`config.mk`:
```
export PLATFORM = sky130hd
export DESIGN_NAME = dac_spi_array_ctrl
export DESIGN_NICKNAME = d
export VERILOG_FILES = /design/src/rtl/dac_spi_array_ctrl.sv
export SDC_FILE = /design/constraint.sdc
export NUM_CORES = 1
export LEC_CHECK = 0
export BUFFER_PORTS_ARGS = -buffer_cell sky130_fd_sc_hd__buf_2
export CAP_MARGIN = 20
export CELL_PAD_IN_SITES_DETAIL_PLACEMENT = 1
export CELL_PAD_IN_SITES_GLOBAL_PLACEMENT = 2
export CORE_MARGIN = 5
export CORE_UTILIZATION = 38
export CTS_CLUSTER_SIZE = 24
export DETAILED_ROUTE_END_ITERATION = 8
export PLACE_DENSITY = 0.76
export SETUP_SLACK_MARGIN = 0.4
export SYNTH_ARGS = -nofsm -noshare
export SYNTH_HDL_FRONTEND = slang
export SYNTH_SLANG_ARGS = --single-unit
```
`constraint.sdc`:
```
create_clock -name dtc_clk -period 12.81 [get_ports dtc_clk]
set_clock_uncertainty 0.1 [all_clocks]
set_input_delay 0.6405 -clock dtc_clk [delete_from_list [all_inputs] [get_ports dtc_clk]]
set_output_delay 0.6405 -clock dtc_clk [all_outputs]
set_load 0.005 [all_outputs]
```
`src/rtl/dac_spi_array_ctrl.sv`:
```
// Serial loader for an array of AD5308/5318/5328 octal DACs sharing SCLK, DIN and LDAC_N.
// Each pass writes only the channels whose code differs from the last value written, then strobes LDAC_N.
module dac_spi_array_ctrl #(
    parameter int N_CHIPS   = 4,
    parameter int CH_PER    = 8,
    parameter int DATA_W    = 12,
    parameter int CLK_DIV   = 2,
    parameter int GAP_CYC   = 4,
    parameter int LDAC_CYC  = 2,
    parameter bit WRITE_ALL = 1'b0
) (
    input  logic                             dtc_clk,
    input  logic                             rst,
    input  logic [N_CHIPS*CH_PER*DATA_W-1:0] dac_data,
    input  logic                             dac_update,
    input  logic                             force_all,
    output logic                             busy,
    output logic                             done,
    output logic [7:0]                       n_written,
    output logic                             din,
    output logic [N_CHIPS-1:0]               sync_n,
    output logic                             ldac_n,
    output logic                             sclk
);

    localparam int N_CH  = N_CHIPS * CH_PER;
    localparam int IDX_W = (N_CH > 1) ? $clog2(N_CH) : 1;

    localparam logic [IDX_W-1:0] LAST_IDX = IDX_W'(N_CH - 1);
    localparam logic [2:0]       CH_LAST  = 3'(CH_PER - 1);
    localparam logic [15:0]      DIV_END  = 16'(CLK_DIV - 1);
    localparam logic [15:0]      GAP_END  = 16'(GAP_CYC - 1);
    localparam logic [15:0]      LDAC_END = 16'(LDAC_CYC - 1);

    typedef enum logic [2:0] {
        IDLE,
        SCAN,
        SETUP,
        SHIFT,
        GAP,
        LDAC,
        FIN
    } state_t;

    state_t state;

    logic [DATA_W-1:0] snap   [N_CH];
    logic [DATA_W-1:0] shadow [N_CH];
    logic              shadow_valid;

    logic [IDX_W-1:0]  idx;
    logic [IDX_W-1:0]  idx_nxt;
    logic [3:0]        chip_idx;
    logic [3:0]        chip_nxt;
    logic [2:0]        ch_idx;
    logic [2:0]        ch_nxt;

    logic [15:0]       cnt;
    logic [3:0]        bit_cnt;
    logic [14:0]       shift_reg;

    logic              force_pass;
    logic              pending;
    logic              pend_force;
    logic              accept;
    logic              selected;

    logic [DATA_W-1:0] cur_code;
    logic [11:0]       code_just;
    logic [15:0]       frame;

    // A queued request is served from IDLE exactly like a fresh one, which gives the one-cycle busy gap.
    assign accept    = (state == IDLE) && (dac_update || pending);
    assign cur_code  = snap[idx];
    assign code_just = 12'(cur_code) << (12 - DATA_W);
    assign frame     = {1'b0, ch_idx, code_just};
    assign selected  = force_pass || !shadow_valid || (cur_code != shadow[idx]);

    always_comb begin
        idx_nxt = idx + 1'b1;
        if (ch_idx == CH_LAST) begin
            ch_nxt   = '0;
            chip_nxt = chip_idx + 1'b1;
        end else begin
            ch_nxt   = ch_idx + 1'b1;
            chip_nxt = chip_idx;
        end
    end

    always_ff @(posedge dtc_clk) begin
        if (accept) begin
            for (int i = 0; i < N_CH; i++) begin
                snap[i] <= dac_data[i*DATA_W +: DATA_W];
            end
        end
    end

    always_ff @(posedge dtc_clk or posedge rst) begin
        if (rst) begin
            state        <= IDLE;
            idx          <= '0;
            chip_idx     <= '0;
            ch_idx       <= '0;
            cnt          <= '0;
            bit_cnt      <= '0;
            shift_reg    <= '0;
            force_pass   <= 1'b0;
            pending      <= 1'b0;
            pend_force   <= 1'b0;
            shadow_valid <= 1'b0;
            busy         <= 1'b0;
            done         <= 1'b0;
            n_written    <= '0;
            din          <= 1'b0;
            sync_n       <= '1;
            ldac_n       <= 1'b1;
            sclk         <= 1'b1;
            for (int i = 0; i < N_CH; i++) begin
                shadow[i] <= '0;
            end
        end else begin
            done <= 1'b0;
            if (state != IDLE && dac_update) begin
                pending    <= 1'b1;
                pend_force <= pend_force | force_all;
            end

            case (state)
                IDLE: begin
                    if (accept) begin
                        state      <= SCAN;
                        busy       <= 1'b1;
                        n_written  <= '0;
                        idx        <= '0;
                        chip_idx   <= '0;
                        ch_idx     <= '0;
                        force_pass <= WRITE_ALL | (dac_update & force_all) | (pending & pend_force);
                        pending    <= 1'b0;
                        pend_force <= 1'b0;
                    end
                end

                SCAN: begin
                    if (selected) begin
                        state     <= SETUP;
                        sync_n    <= ~(N_CHIPS'(1) << chip_idx);
                        din       <= frame[15];
                        shift_reg <= frame[14:0];
                        cnt       <= '0;
                    end else if (idx == LAST_IDX) begin
                        if (n_written != 8'd0) begin
                            state  <= LDAC;
                            ldac_n <= 1'b0;
                            cnt    <= '0;
                        end else begin
                            state <= FIN;
                            done  <= 1'b1;
                        end
                    end else begin
                        idx      <= idx_nxt;
                        chip_idx <= chip_nxt;
                        ch_idx   <= ch_nxt;
                    end
                end

                SETUP: begin
                    if (cnt == DIV_END) begin
                        state   <= SHIFT;
                        sclk    <= 1'b0;
                        cnt     <= '0;
                        bit_cnt <= '0;
                    end else begin
                        cnt <= cnt + 1'b1;
                    end
                end

                // The DAC samples on the falling edge, so din only moves while sclk goes high.
                SHIFT: begin
                    if (cnt != DIV_END) begin
                        cnt <= cnt + 1'b1;
                    end else begin
                        cnt <= '0;
                        if (!sclk) begin
                            sclk      <= 1'b1;
                            din       <= shift_reg[14];
                            shift_reg <= {shift_reg[13:0], 1'b0};
                        end else if (bit_cnt == 4'd15) begin
                            state       <= GAP;
                            sync_n      <= '1;
                            din         <= 1'b0;
                            shadow[idx] <= cur_code;
                            if (n_written != 8'hFF) begin
                                n_written <= n_written + 1'b1;
                            end
                        end else begin
                            sclk    <= 1'b0;
                            bit_cnt <= bit_cnt + 1'b1;
                        end
                    end
                end

                GAP: begin
                    if (cnt == GAP_END) begin
                        cnt <= '0;
                        if (idx == LAST_IDX) begin
                            state  <= LDAC;
                            ldac_n <= 1'b0;
                        end else begin
                            state    <= SCAN;
                            idx      <= idx_nxt;
                            chip_idx <= chip_nxt;
                            ch_idx   <= ch_nxt;
                        end
                    end else begin
                        cnt <= cnt + 1'b1;
                    end
                end

                LDAC: begin
                    if (cnt == LDAC_END) begin
                        ldac_n <= 1'b1;
                        state  <= FIN;
                        done   <= 1'b1;
                    end else begin
                        cnt <= cnt + 1'b1;
                    end
                end

                FIN: begin
                    busy         <= 1'b0;
                    shadow_valid <= 1'b1;
                    state        <= IDLE;
                end

                default: state <= IDLE;
            endcase
        end
    end

endmodule
```
==> results.sh <==
export IMPL_cts_max_path_buffers=3
export IMPL_synth_edff_count=384
export IMPL_wl_per_cell_um=27.49
export IMPL_tns_ns=0
export IMPL_die_x_um=318.7
export IMPL_start_kind="flop"
export IMPL_holdBufCountCts=0
export IMPL_post_cts_buffers=0
export IMPL_max_freq_mhz=170.0
export IMPL_critPathBufInv=2
export IMPL_crit_fanout=114
export IMPL_powerDensity_nw_per_um2=129.6
export IMPL_p_leak_uw=0.01730
export IMPL_post_cts_resized=0
export IMPL_numCtsBuffers=89
export IMPL_grtUsageMet2=0.3881
export IMPL_area_delta_synth_final_pct=17.43
export IMPL_clk_latency_ns=0.66
export IMPL_hold_viol=0
export IMPL_avgSynthCellArea_um2=14.75
export IMPL_use_met1=0.2797
export IMPL_wl_mm=114.5
export IMPL_antenna_found_initial=5
export IMPL_rows=113
export IMPL_num_nets_final=3226
export IMPL_setup_viol=0
export IMPL_grt_max_degree=177
export IMPL_reg_top3="shadow: 384 flops, snap: 384 flops, cnt: 16 flops"
export IMPL_io_buffers=404
export IMPL_dp_hpwl_mm=76.74
export IMPL_grt_pass1_vias=25320
export IMPL_final_max_slew_viol_count=0
export IMPL_cts_max_level=3
export IMPL_drive_gt1_frac=0.3577
export IMPL_gp_congestion=0.7947
export IMPL_track_usage=0.2198
export IMPL_top_usage_layer="met2"
export IMPL_dp_cells=3992
export IMPL_ys_warn_count=0
export IMPL_synth_area_leaders="edfxtp_1, dfrtp_1, mux2_2"
export IMPL_overflow=0
export IMPL_synthArstFlopShare=0.5423
export IMPL_max_stage_delay_ns=1.00
export IMPL_io_pin_count=405
export IMPL_syn_nets=2856
export IMPL_drv_cap=0
export IMPL_vdd_drop_max_mv=0.1101
export IMPL_core_area_um2=94730
export IMPL_die_height_um=318.7
export IMPL_path_class="reg -> reg"
export IMPL_max_slew_margin=0.2154
export IMPL_hp_class="in -> reg"
export IMPL_drtIter0Drc=1528
export IMPL_yosysTopAreaCellShare=0.3185
export IMPL_cts_root_buffer="clkbuf_16"
export IMPL_path_clk_slew_ns=0.06
export IMPL_fin_cells=4164
export IMPL_syn_inst=2455
export IMPL_worstSetupEndpointType="flop"
export IMPL_grt_pass1_wl_mm=169.3
export IMPL_finalCriticalPeriod_ns=5.882
export IMPL_synth_top_area_cell="edfxtp_1"
export IMPL_slowest_stage="dfrtp_4"
export IMPL_synth_most_common_cell="dfrtp_1"
export IMPL_clock_sinks=839
export IMPL_synth_commonest_cells="dfrtp_1, mux2_2, mux2i_1, edfxtp_1, o22ai_1"
export IMPL_cts_tree="yes"
export IMPL_fp_dieArea_um2=101600
export IMPL_path_delay_family="simple AND/OR/NAND/NOR gates"
export IMPL_antenna_left=0
export IMPL_arrival_ns=6.30
export IMPL_crit_required_ns=13.23
export IMPL_start_util=0.3822
export IMPL_met3_usage=0.03622
export IMPL_post_route_drc_count=0
export IMPL_seq_area_frac_synth=0.6331
export IMPL_ys_ff_latch=839
export IMPL_crit_chain="buf_12 > buf_4 > mux2i_1 > o22ai_1 > nor4_1 > nand2_1 > xor2_1 > nor4_2 > nand4_2 > o21ai_1 > o21ai_2 > mux2_2"
export IMPL_avgViaCountPerCell=5.475
export IMPL_synth_distinct_cells=62
export IMPL_synthesis_area_um2=36210
export IMPL_yosys_most_used_dff="dfrtp_1"
export IMPL_num_vias=22800
export IMPL_fin_crit_sh=0.4592
export IMPL_status="finished, final reports clean"
export IMPL_drt_first_pass_iters=5
export IMPL_worstMarginPinSlew_ns=1.177
export IMPL_rsz0062_at_grt="false"
==> layer usage <==
metal | part of all wire | wire, µm | up-vias
met3 | 0.051 | 5840 | 165
met1 | 0.41 | 47070 | 11880
met4 | 0.027 | 3084 | 4
met5 | 0.00020 | 23 | -
li1 | - | - | 10050
met2 | 0.51 | 58460 | 700
==> cell usage in the layout, fill, tap and decap left out, drive strengths merged, types with 3 or more instances in the layout <==
cell / instances
mux2i: 386
and2: 7
and3: 15
a31o: 3
bufinv: 8
edfxtp: 384
or3: 4
a21oi: 35
buf: 460
nor2b: 3
nand3: 19
nor2: 39
nor3b: 3
a22oi: 3
clkinvlp: 8
nand4: 11
nand4b: 4
xnor2: 4
o21ai: 35
dfstp: 6
xor2: 15
o211ai: 3
nand2b: 6
a31oi: 15
nand4bb: 6
diode: 3
nor4: 54
nor3: 10
clkbuf: 106
o21a: 8
nand2: 91
nor4b: 3
mux2: 401
inv: 27
clkinv: 39
o22ai: 194
or4b: 5
ha: 13
dfrtp: 449
==> report_power, final <==
part	leakage [µW]	total, µW	internal [µW]	switching [µW]
clock	0.00142	2590	1490	1100
combinational	0.00619	103	44.6	58.4
sequential	0.00969	2820	2820	0.0664
total	0.0173	5510	4350	1160
==> worst paths after layout <==
kind / from / end / depth (start not counted) / slack (ns)
setup / recovery: idx[1]$_DFFE_PP0P_ / cnt[0]$_DFFE_PP0P_ / 12 / 6.93
hold / removal: dac_data[45] / snap[3][9]$_DFFE_PP_ / 1 / 0.06
setup reg to reg: idx[1]$_DFFE_PP0P_ / cnt[0]$_DFFE_PP0P_ / 12 / 6.93
hold reg to reg: sync_n[0]$_DFFE_PP1P_ / sync_n[0]$_DFFE_PP1P_ / 2 / 0.37
max in group asynchronous: rst / idx[1]$_DFFE_PP0P_ / 5 / 10.63
min in group asynchronous: rst / shadow[372]$_DFFE_PP0P_ / 3 / 0.38
==> area by class of cell <==
type | instances | area, µm²
diodes | 3 | 7.507
clock buffers | 106 | 2372
clock inverters | 56 | 536.8
fillers | 9616 | 52210
inverters | 26 | 108.9
multi-input cells | 1408 | 12280
flip-flops and latches | 839 | 22930
well taps | 1265 | 1583
repair buffers | 461 | 2696
==> stage by stage <==
| stage | setup WS [ns] | power (µW) | hold WS [ns] | util | cell area [µm²] |
|---|---|---|---|---|---|
| global placement | 6.810 | 2973 | 0.3511 | 0.4149 | 39300 |
| CTS | 6.651 | 5564 | 0.01544 | 0.4471 | 42350 |
| global route | 6.608 | 5689 | 0.02969 | 0.4488 | 42510 |
| finish | 6.928 | 5510 | 0.05634 | 0.4488 | 42520 |
| detailed placement | 6.680 | 2976 | 0.3624 | 0.4164 | 39450 |
| floorplan | 5.919 | 2895 | 0.3358 | - | 36210 |
==> cells by family after synthesis <==
group | after synthesis | synth area share
flops | 839 | 0.6331
fa+ha+maj | 13 | 0.004492
compound gates | 305 | 0.05277
simple gates | 283 | 0.04434
buf+inv | 208 | 0.02861
xor+xnor | 19 | 0.004596
mux | 788 | 0.2320
No activity file was read; power rests on OpenSTA's default activity.
